$ cat src/rtl/sb_cfg_pkg.sv
// Shared types and routing helper for the configurable switch block.
// The optional parity check is enabled by defining SB_CFG_PARITY_EN.
package sb_cfg_pkg;

    typedef enum logic [1:0] {
        SB_IDLE   = 2'd0,
        SB_SHIFT  = 2'd1,
        SB_COMMIT = 2'd2
    } sb_cfg_state_e;

    localparam int SIDE_TOP    = 0;
    localparam int SIDE_RIGHT  = 1;
    localparam int SIDE_BOTTOM = 2;
    localparam int SIDE_LEFT   = 3;
    localparam int NUM_SIDES   = SIDE_LEFT + 1;

    // Flat chan_in index feeding mux input k of output (s,t).
    function automatic int sb_mux_src(input int s, input int t, input int k, input int chan_width);
        return ((s + 1 + (k % 3)) % NUM_SIDES) * chan_width + ((t + k / 3) % chan_width);
    endfunction

endpackage

$ cat src/rtl/sb_cfg_switch_block_track_mux.sv
// One output track: MUX_SIZE-input mux gated by the field's enable bit.
// Out-of-range selects drive 0.
module sb_cfg_track_mux #(
    parameter int MUX_SIZE = 4,
    parameter int SEL_BITS = 2
) (
    input  logic [SEL_BITS:0]   i_fld,
    input  logic [MUX_SIZE-1:0] i_srcs,
    output logic                o_out
);

    logic                w_en;
    logic [SEL_BITS-1:0] w_sel;

    assign w_en  = i_fld[SEL_BITS];
    assign w_sel = i_fld[SEL_BITS-1:0];

    always_comb begin
        o_out = 1'b0;
        for (int k = 0; k < MUX_SIZE; k++) begin
            if (w_en && (w_sel == SEL_BITS'(k))) begin
                o_out = i_srcs[k];
            end
        end
    end

endmodule

$ cat src/rtl/sb_cfg_switch_block.sv
// Generic switch block with a shadowed, atomically committed config chain.
// Define SB_CFG_PARITY_EN to append an even-parity bit and expose cfg_err.
module sb_cfg_switch_block
    import sb_cfg_pkg::*;
#(
    parameter int CHAN_WIDTH = 5,
    parameter int MUX_SIZE   = 4,
    parameter int SEL_BITS   = $clog2(MUX_SIZE)
) (
    input  logic                    prog_clk,
    input  logic                    pReset,
    input  logic                    ccff_head,
    input  logic                    ccff_en,
    input  logic [4*CHAN_WIDTH-1:0] chan_in,
    output logic [4*CHAN_WIDTH-1:0] chan_out,
    output logic                    ccff_tail,
    output logic                    cfg_done,
    output logic                    cfg_valid,
`ifdef SB_CFG_PARITY_EN
    output logic                    cfg_err,
`endif
    output sb_cfg_state_e           o_dbg_state
);

    localparam int FLD      = SEL_BITS + 1;
    localparam int NUM_OUT  = 4 * CHAN_WIDTH;
    localparam int CFG_BITS = NUM_OUT * FLD;
`ifdef SB_CFG_PARITY_EN
    localparam int LOAD_BITS = CFG_BITS + 1;
`else
    localparam int LOAD_BITS = CFG_BITS;
`endif
    localparam int CNT_W = $clog2(LOAD_BITS + 1);

    sb_cfg_state_e        r_state;
    sb_cfg_state_e        w_state_nxt;
    logic [CNT_W-1:0]     r_cnt;
    logic [CNT_W-1:0]     w_cnt_nxt;
    logic [LOAD_BITS-1:0] r_shadow;
    logic [CFG_BITS-1:0]  r_active;
    logic                 r_cfg_valid;
    logic                 w_shift;
    logic                 w_par_ok;
    logic                 w_commit_ok;
    logic [CFG_BITS-1:0]  w_shadow_cfg;
    logic [CFG_BITS-1:0]  w_cfg_view;

`ifdef SB_CFG_PARITY_EN
    logic r_cfg_err;
    assign w_shadow_cfg = r_shadow[CFG_BITS:1];
    assign w_par_ok     = ~(^r_shadow);
    assign cfg_err      = r_cfg_err;
`else
    assign w_shadow_cfg = r_shadow[CFG_BITS-1:0];
    assign w_par_ok     = 1'b1;
`endif

    assign w_commit_ok = (r_state == SB_COMMIT) && w_par_ok;
    // The committing bitstream drives routing during COMMIT so that chan_out
    // changes in the same cycle cfg_done pulses; active catches up at the edge.
    assign w_cfg_view  = w_commit_ok ? w_shadow_cfg : r_active;

    assign ccff_tail   = r_shadow[LOAD_BITS-1];
    assign cfg_valid   = r_cfg_valid;
    assign o_dbg_state = r_state;

    always_comb begin
        w_state_nxt = r_state;
        w_cnt_nxt   = r_cnt;
        w_shift     = 1'b0;
        cfg_done    = 1'b0;
        case (r_state)
            SB_IDLE: begin
                if (ccff_en) begin
                    w_shift     = 1'b1;
                    w_cnt_nxt   = CNT_W'(1);
                    w_state_nxt = SB_SHIFT;
                end
            end
            SB_SHIFT: begin
                if (ccff_en) begin
                    w_shift   = 1'b1;
                    w_cnt_nxt = r_cnt + 1'b1;
                    if (r_cnt == CNT_W'(LOAD_BITS - 1)) begin
                        w_state_nxt = SB_COMMIT;
                    end
                end
            end
            SB_COMMIT: begin
                cfg_done    = 1'b1;
                w_cnt_nxt   = '0;
                w_state_nxt = SB_IDLE;
            end
            default: begin
                w_cnt_nxt   = '0;
                w_state_nxt = SB_IDLE;
            end
        endcase
    end

    always_ff @(posedge prog_clk) begin
        if (!pReset) begin
            r_state     <= SB_IDLE;
            r_cnt       <= '0;
            r_shadow    <= '0;
            r_active    <= '0;
            r_cfg_valid <= 1'b0;
`ifdef SB_CFG_PARITY_EN
            r_cfg_err   <= 1'b0;
`endif
        end else begin
            r_state <= w_state_nxt;
            r_cnt   <= w_cnt_nxt;
            if (w_shift) begin
                r_shadow <= {r_shadow[LOAD_BITS-2:0], ccff_head};
            end
            if (w_commit_ok) begin
                r_active    <= w_shadow_cfg;
                r_cfg_valid <= 1'b1;
            end
`ifdef SB_CFG_PARITY_EN
            if (r_state == SB_COMMIT) begin
                r_cfg_err <= ~w_par_ok;
            end
`endif
        end
    end

    for (genvar o = 0; o < NUM_OUT; o++) begin : g_out
        logic [MUX_SIZE-1:0] w_srcs;
        for (genvar k = 0; k < MUX_SIZE; k++) begin : g_src
            localparam int SRC = sb_mux_src(o / CHAN_WIDTH, o % CHAN_WIDTH, k, CHAN_WIDTH);
            assign w_srcs[k] = chan_in[SRC];
        end
        sb_cfg_track_mux #(
            .MUX_SIZE (MUX_SIZE),
            .SEL_BITS (SEL_BITS)
        ) u_mux (
            .i_fld  (w_cfg_view[o*FLD +: FLD]),
            .i_srcs (w_srcs),
            .o_out  (chan_out[o])
        );
    end

endmodule

$ cat config.mk
export PLATFORM = sky130hd
export DESIGN_NAME = sb_cfg_switch_block
export DESIGN_NICKNAME = d
export VERILOG_FILES = /design/src/rtl/sb_cfg_pkg.sv /design/src/rtl/sb_cfg_switch_block_track_mux.sv /design/src/rtl/sb_cfg_switch_block.sv
export SDC_FILE = /design/constraint.sdc
export NUM_CORES = 1
export LEC_CHECK = 0
export CORE_MARGIN = 2
export CORE_UTILIZATION = 44
export CTS_BUF_LIST = sky130_fd_sc_hd__clkbuf_2
export CTS_CLUSTER_SIZE = 28
export DETAILED_ROUTE_END_ITERATION = 6
export DONT_BUFFER_PORTS = 1
export HOLD_SLACK_MARGIN = 0.03
export SYNTH_ARGS = -nofsm -noshare
export SYNTH_HDL_FRONTEND = slang
export SYNTH_SLANG_ARGS = --single-unit
$ cat constraint.sdc
create_clock -name prog_clk -period 3.7 [get_ports prog_clk]
set_clock_uncertainty 0.1 [all_clocks]
set_input_delay 0.37 -clock prog_clk [delete_from_list [all_inputs] [get_ports prog_clk]]
set_output_delay 0.37 -clock prog_clk [all_outputs]
set_load 0.01 [all_outputs]
==> After elaboration in Yosys (flattened, before gate mapping) <==
Cells that the tools add are included.
Widths: inputs -> output; s select.
{ "word_totals": {"regBits": 129, "elab_cells": 267, "inputBits": 24} }
{ "op_classes": {"eq_ne": 66, "addsub": 1, "mux": 91, "n_reduce_logical": 104} }
{ "ops": {"columns": ["op", "n"], "rows": [
  ["$mux 1", 83],
  ["$eq 2x2->1 const B", 41],
  ["$logic_and 1x1->1", 80],
  ["$mux 60", 1],
  ["$eq 2x1->1 const B", 21],
  ["$logic_not 2->1", 21],
  ["$mux 6", 2],
  ["$pmux 6 s2", 1],
  ["$add 6x1->6 const B", 1],
  ["$eq 6x6->1 const B", 1],
  ["$mux 2", 3],
  ["$ne 2x2->1 const B", 3],
  ["$pmux 2 s2", 1],
  ["$reduce_and 3->1", 1],
  ["$reduce_and 2->1", 1],
  ["$reduce_or 2->1", 1]
]} }

==> Longest topological paths before layout <==
Gate-level depths: netlist (run 1).
{ "logic_depth": {"word_depth": 8, "mapped_depth": 7, "depth_no_buf": 4} }

==> Hierarchy <==
From an unflattened synthesis (run 1), not the netlist that was laid out.
{ "hier_totals": {"hier_cells": 537, "area_unflattened_um2": 5791.8} }
{ "by_module_without_submodules": {"columns": ["module", "seq_area_each_um2", "n_inst", "cells_each", "area_per_inst_um2"], "rows": [
  ["sb_cfg_switch_block", 2582.5, 1, 497, 5216.3],
  ["sb_cfg_track_mux", 0.0, 20, 2, 28.8]
]} }

==> Worst setup path after synthesis (run 1) <==
No wires, ideal clock.
{ "synth_path": {"path_type": "flip-flop to output port", "start": "register r_state[0] (netlist: o_dbg_state[0])", "end": "output port chan_out[0]", "arrival_time_ns": 1.634, "path_stages_with_launch": 8, "required_ns": 3.230, "path_slack_ns": 1.596, "path_cell_list": "dfxtp_1 nand2b_1 buf_6 buf_8 mux2_2 mux2i_1 o22ai_1 buf_4"} }
{ "synth_via": {"elab_chain_cells": 8, "elab_cells_between_ends": 14, "cone_classes": "eq/ne: 4; mux: 5; reduce/logical: 5"} }
{ "synth_lines": {"columns": ["item", "line", "rtl"], "rows": [
  ["start, declared", "sb_cfg_switch_block.sv:35", "sb_cfg_state_e r_state;"],
  ["start signal, assigned", "sb_cfg_switch_block.sv:112", "r_state <= w_state_nxt;"],
  ["$eq 2x2->1 (*)", "sb_cfg_switch_block.sv:58", "assign w_commit_ok = (r_state == SB_COMMIT) && w_par_ok;"],
  ["$mux 60 (*)", null, null],
  ["$logic_not 2->1", "sb_cfg_switch_block_track_mux.sv:21", "if (w_en && (w_sel == SEL_BITS'(k))) begin"],
  ["$logic_and 1x1->1", "sb_cfg_switch_block_track_mux.sv:21", null],
  ["$mux 1 (3 in series)", "sb_cfg_switch_block_track_mux.sv:21", null],
  ["$mux 1 (*)", "sb_cfg_switch_block_track_mux.sv:21", null],
  ["end, declared", "sb_cfg_switch_block.sv:15", "output logic [4*CHAN_WIDTH-1:0] chan_out,"]
]} }
Mark *: on every way between the ends. The rest lies on a longest branch, timed or not.

==> Worst setup path in the final report (run 1) <==
{ "layout_path": {"start": "register r_state[0] (netlist: o_dbg_state[0])", "end": "output port chan_out[17]"} }
The elaborated chain is that of the path after synthesis.

==> summary.txt, run 1 <==
Run status
  • Outcome: complete, no violations

Timing
  • Final worst slack: ~290 ps
  • Fin Setup TNS: 0 ps
  • Tcrit/Tclk final: 0.923
  • Max-slew violation count: 0
  • Fin crit period: ~3400 ps
  • Fmax: 293 MHz
  • Final setup fails: 0
  • Max-slew headroom: 0.494
  • RSZ-0062 raised after global routing: no
  • Final Hold Violating Endpoints: 0
  • Slew @ Worst Pin: approximately 760 ps

Final layout
  • Multi-input combinational cell area: 2900 um2
  • Design Area, Final: ~6000 um2
  • Register area: 2580 um2
  • Layout fillers: between 1000 and 1500
  • Layout cell share with drive strength beyond 1: 0.164
  • Post-layout nets: around 600
  • Layout area overhead: 3.90%

Pwr
  • Clock power frac: 0.354
  • Leak Pwr: 2.23 nW
  • Switching share of total power: 0.238
  • Switching pwr: approximately 0.54 mW
  • Pwr dens: 380 nW/um2
  • Internal power: roughly 1.7 mW
  • Sequential power share: 0.611
  • VDD IR-drop max: approximately 0.16 mV
  • Combinational power share: 0.035

CTS
  • Clock Path Buffers: 2
  • CTS root buffer: clkbuf_2
  • CTS tree: done
  • Worst-skew pair later-pin latency: about 690 ps
  • CTS sink count: roughly 130
  • CTS buffer count: 17
  • H-tree depth: 4
  • Clk slew on worst S/H paths: 170 ps
  • Post-CTS Setup Bufs: 0
  • Post-CTS resize count: 0

Die
  • Number of I/O pins: 49
  • Die Height: 119 um
  • Core box area: 12700 um2
  • DIE AREA: 14100 um2
  • Starting Density: 0.456
  • Die X: around 120 um
  • FP Rows: 41

Placement
  • Post-detail-place hpwl: 8.28 mm
  • Pre-CTS setup slack: ~1000 ps
  • Port Buffers: 0
  • Gpl congestion: 0.770
  • Post-DP Area: 5740 um2

Worst setup path
  • Worst path bufs/invs: 1
  • Kind of critical path: reg2out
  • Critical Path, Cell by Cell: nand2b_2, buf_4, mux2_2, mux2i_1, o22ai_1
  • CP delay by family, top: flip-flops
  • CP Data Required Time: approximately 3200 ps
  • Startpoint types: flip-flop
  • Worst Setup End Kind: primary output
  • CP max FO: 16
  • Worst path max stage delay: 530 ps
  • CP arrival: roughly 2900 ps
  • Crit path max-delay cell type: dfxtp_1

Logic synthesis
  • EDFF count, synth: 0
  • Yosys cell types: 29
  • Synth Area per Inst: 9.43 um2
  • Cell area after synthesis: between 5000 and 6000 um2
  • Ys Warns: 0
  • Synth async-reset ratio: 0
  • Register bit count reported by yosys: around 130
  • Mapped Nets: 640
  • Cells after synthesis: around 620
  • Most used DFF post-synth: dfxtp_1
  • Register area share after synthesis: 0.445

Routing
  • Via-per-instance ratio: between 5 and 6
  • Wire per inst: about 16 um
  • Final ANT Viol Nets: 0
  • Drt first pass iters: 4
  • Remaining DRCs: 0
  • Number of DRC markers in iteration 0: between 200 and 300
  • Overall routed net length: 12.4 mm
  • Routed via count: a little under 4000

GRT
  • Gr usage total: 0.188
  • Largest net degree at the start of global routing: between 100 and 150
  • Number of global-route vias before repair: a little under 4000
  • Antenna violations before repair: 1
  • First-pass GRT wire length: a little over 20 mm
  • Gr ovfl total: 0

Flow run
  • Max Cap Viol: 0

Min path
  • Hold Crit Class: in2reg
-- logic make-up (layout without fill, tap and decap cells) --
| group | count (synthesis) | after routing | share of synthesized area |
|---|---|---|---|
| mux | 100 | 100 | 0.188 |
| simple gates | 236 | 236 | 0.193 |
| compound gates | 92 | 92 | 0.111 |
| other cells | 0 | 1 | 0 |
| flops | 129 | 129 | 0.445 |
| fa+ha+maj | 1 | 1 | 0.00216 |
| buf+inv | 55 | 45 | 0.0576 |
| xor+xnor | 2 | 2 | 0.00302 |
-- routing by layer --
layer / GRT usage / up-vias / wire length [um]
li1: - / 1994 / -
met1: 0.237 / 1875 / 5840
met2: 0.279 / 72 / 5390
met3: 0.0824 / 23 / 838
met4: 0.0796 / 0 / 284
met5: 0 / - / 0
-- registers in the layout (all words and copies together), names as in the netlist --
signal,flops
cfg_valid,1
r_shadow,60
o_dbg_state,2
r_active,60
r_cnt,6
-- per-stage QoR --
stage | hold WS [ps] | utilization | total power [mW] | cells
after floorplan | 348 | - | 1.48 | 615
after global placement | 364 | 0.451 | 1.48 | 739
after detailed placement | 373 | 0.451 | 1.48 | 739
after CTS | 267 | 0.474 | 2.32 | 777
after global routing | 261 | 0.474 | 2.39 | 778
final | 343 | 0.474 | 2.29 | 778
-- Yosys cell counts, types with 2 or more instances --
| library cell | number | share of area |
|---|---|---|
| buf_4 | 21 | 0.027 |
| nand2b_1 | 23 | 0.025 |
| a21oi_1 | 3 | 0.0026 |
| a21boi_0 | 60 | 0.078 |
| clkbuf_1 | 26 | 0.017 |
| mux2i_1 | 40 | 0.069 |
| and2_1 | 54 | 0.058 |
| nor2_1 | 4 | 0.0026 |
| o21ai_0 | 5 | 0.0043 |
| and2b_1 | 6 | 0.0078 |
| mux2_2 | 54 | 0.10 |
| inv_1 | 2 | 0.0013 |
| o22ai_1 | 20 | 0.022 |
| nand2_1 | 143 | 0.093 |
| dfxtp_1 | 129 | 0.45 |
| mux2i_2 | 6 | 0.014 |
| or3_1 | 2 | 0.0022 |
| xor2_1 | 2 | 0.0030 |
| buf_6 | 5 | 0.0097 |
-- timing repair --
action	in CTS	in global routing
hold buffers	6	0
hold endpoints to repair	129	0
endpoints found under the setup margin	0	0
-- power by group through the flow --
stage / Combinational (mW) / Sequential [mW] / Clock (mW)
global placement: 0.0551 / 1.43 / 0
floorplan: 0.0564 / 1.43 / 0
detailed placement: 0.0559 / 1.43 / 0
global route: 0.0895 / 1.40 / 0.902
CTS: 0.0811 / 1.40 / 0.836
finish: 0.0803 / 1.40 / 0.809
-- tightest hold or removal path: stages --
cell and delay, ps:
dlygate4sd3_1 560, nand2_1 100, a21boi_0 80
-- cell usage in the layout (no fill, tap or decap), types with 5 or more instances in the layout --
master / n
nand2_1: 143
dfxtp_1: 129
a21boi_0: 60
mux2_2: 54
and2_1: 54
mux2i_1: 40
clkbuf_2: 24
nand2b_1: 21
o22ai_1: 20
mux2i_2: 6
and2b_1: 6
o21ai_0: 5
dlygate4sd3_1: 5
buf_4: 5
-- final timing paths --
path | startpoint | end | slack, ps | depth (start not counted)
max | o_dbg_state[0]$_SDFFE_PN0P_ | chan_out[17] | 290 | 5
min | ccff_head | r_shadow[0]$_SDFFE_PN0P_ | 340 | 3
max reg2reg | o_dbg_state[0]$_SDFFE_PN0P_ | r_active[56]$_SDFF_PN0_ | 1060 | 5
min reg2reg | r_shadow[40]$_SDFFE_PN0P_ | r_shadow[41]$_SDFFE_PN0P_ | 370 | 2
-- final cells by class --
cell class	count	area share
antenna	1	0.000415
clock buffer	24	0.0199
clock inverter	8	0.0145
inverter	2	0.00125
multi-input combinational	431	0.481
sequential	129	0.428
tap	172	0.0357
timing repair buffer	11	0.0191
No activity file was read; power rests on OpenSTA's default activity.
==> run 2: changes to the inputs <==
--- a/config.mk
+++ b/config.mk
@@ -5,6 +5,7 @@
 export SDC_FILE = /design/constraint.sdc
 export NUM_CORES = 1
 export LEC_CHECK = 0
+export CAP_MARGIN = 15
 export CORE_MARGIN = 2
 export CORE_UTILIZATION = 44
 export CTS_BUF_LIST = sky130_fd_sc_hd__clkbuf_2
@@ -12,6 +13,7 @@
 export DETAILED_ROUTE_END_ITERATION = 6
 export DONT_BUFFER_PORTS = 1
 export HOLD_SLACK_MARGIN = 0.03
+export SLEW_MARGIN = 25
 export SYNTH_ARGS = -nofsm -noshare
 export SYNTH_HDL_FRONTEND = slang
 export SYNTH_SLANG_ARGS = --single-unit
==> results of run 2 <==
The final DEF is identical to that of run 1; final timing and power are the same.
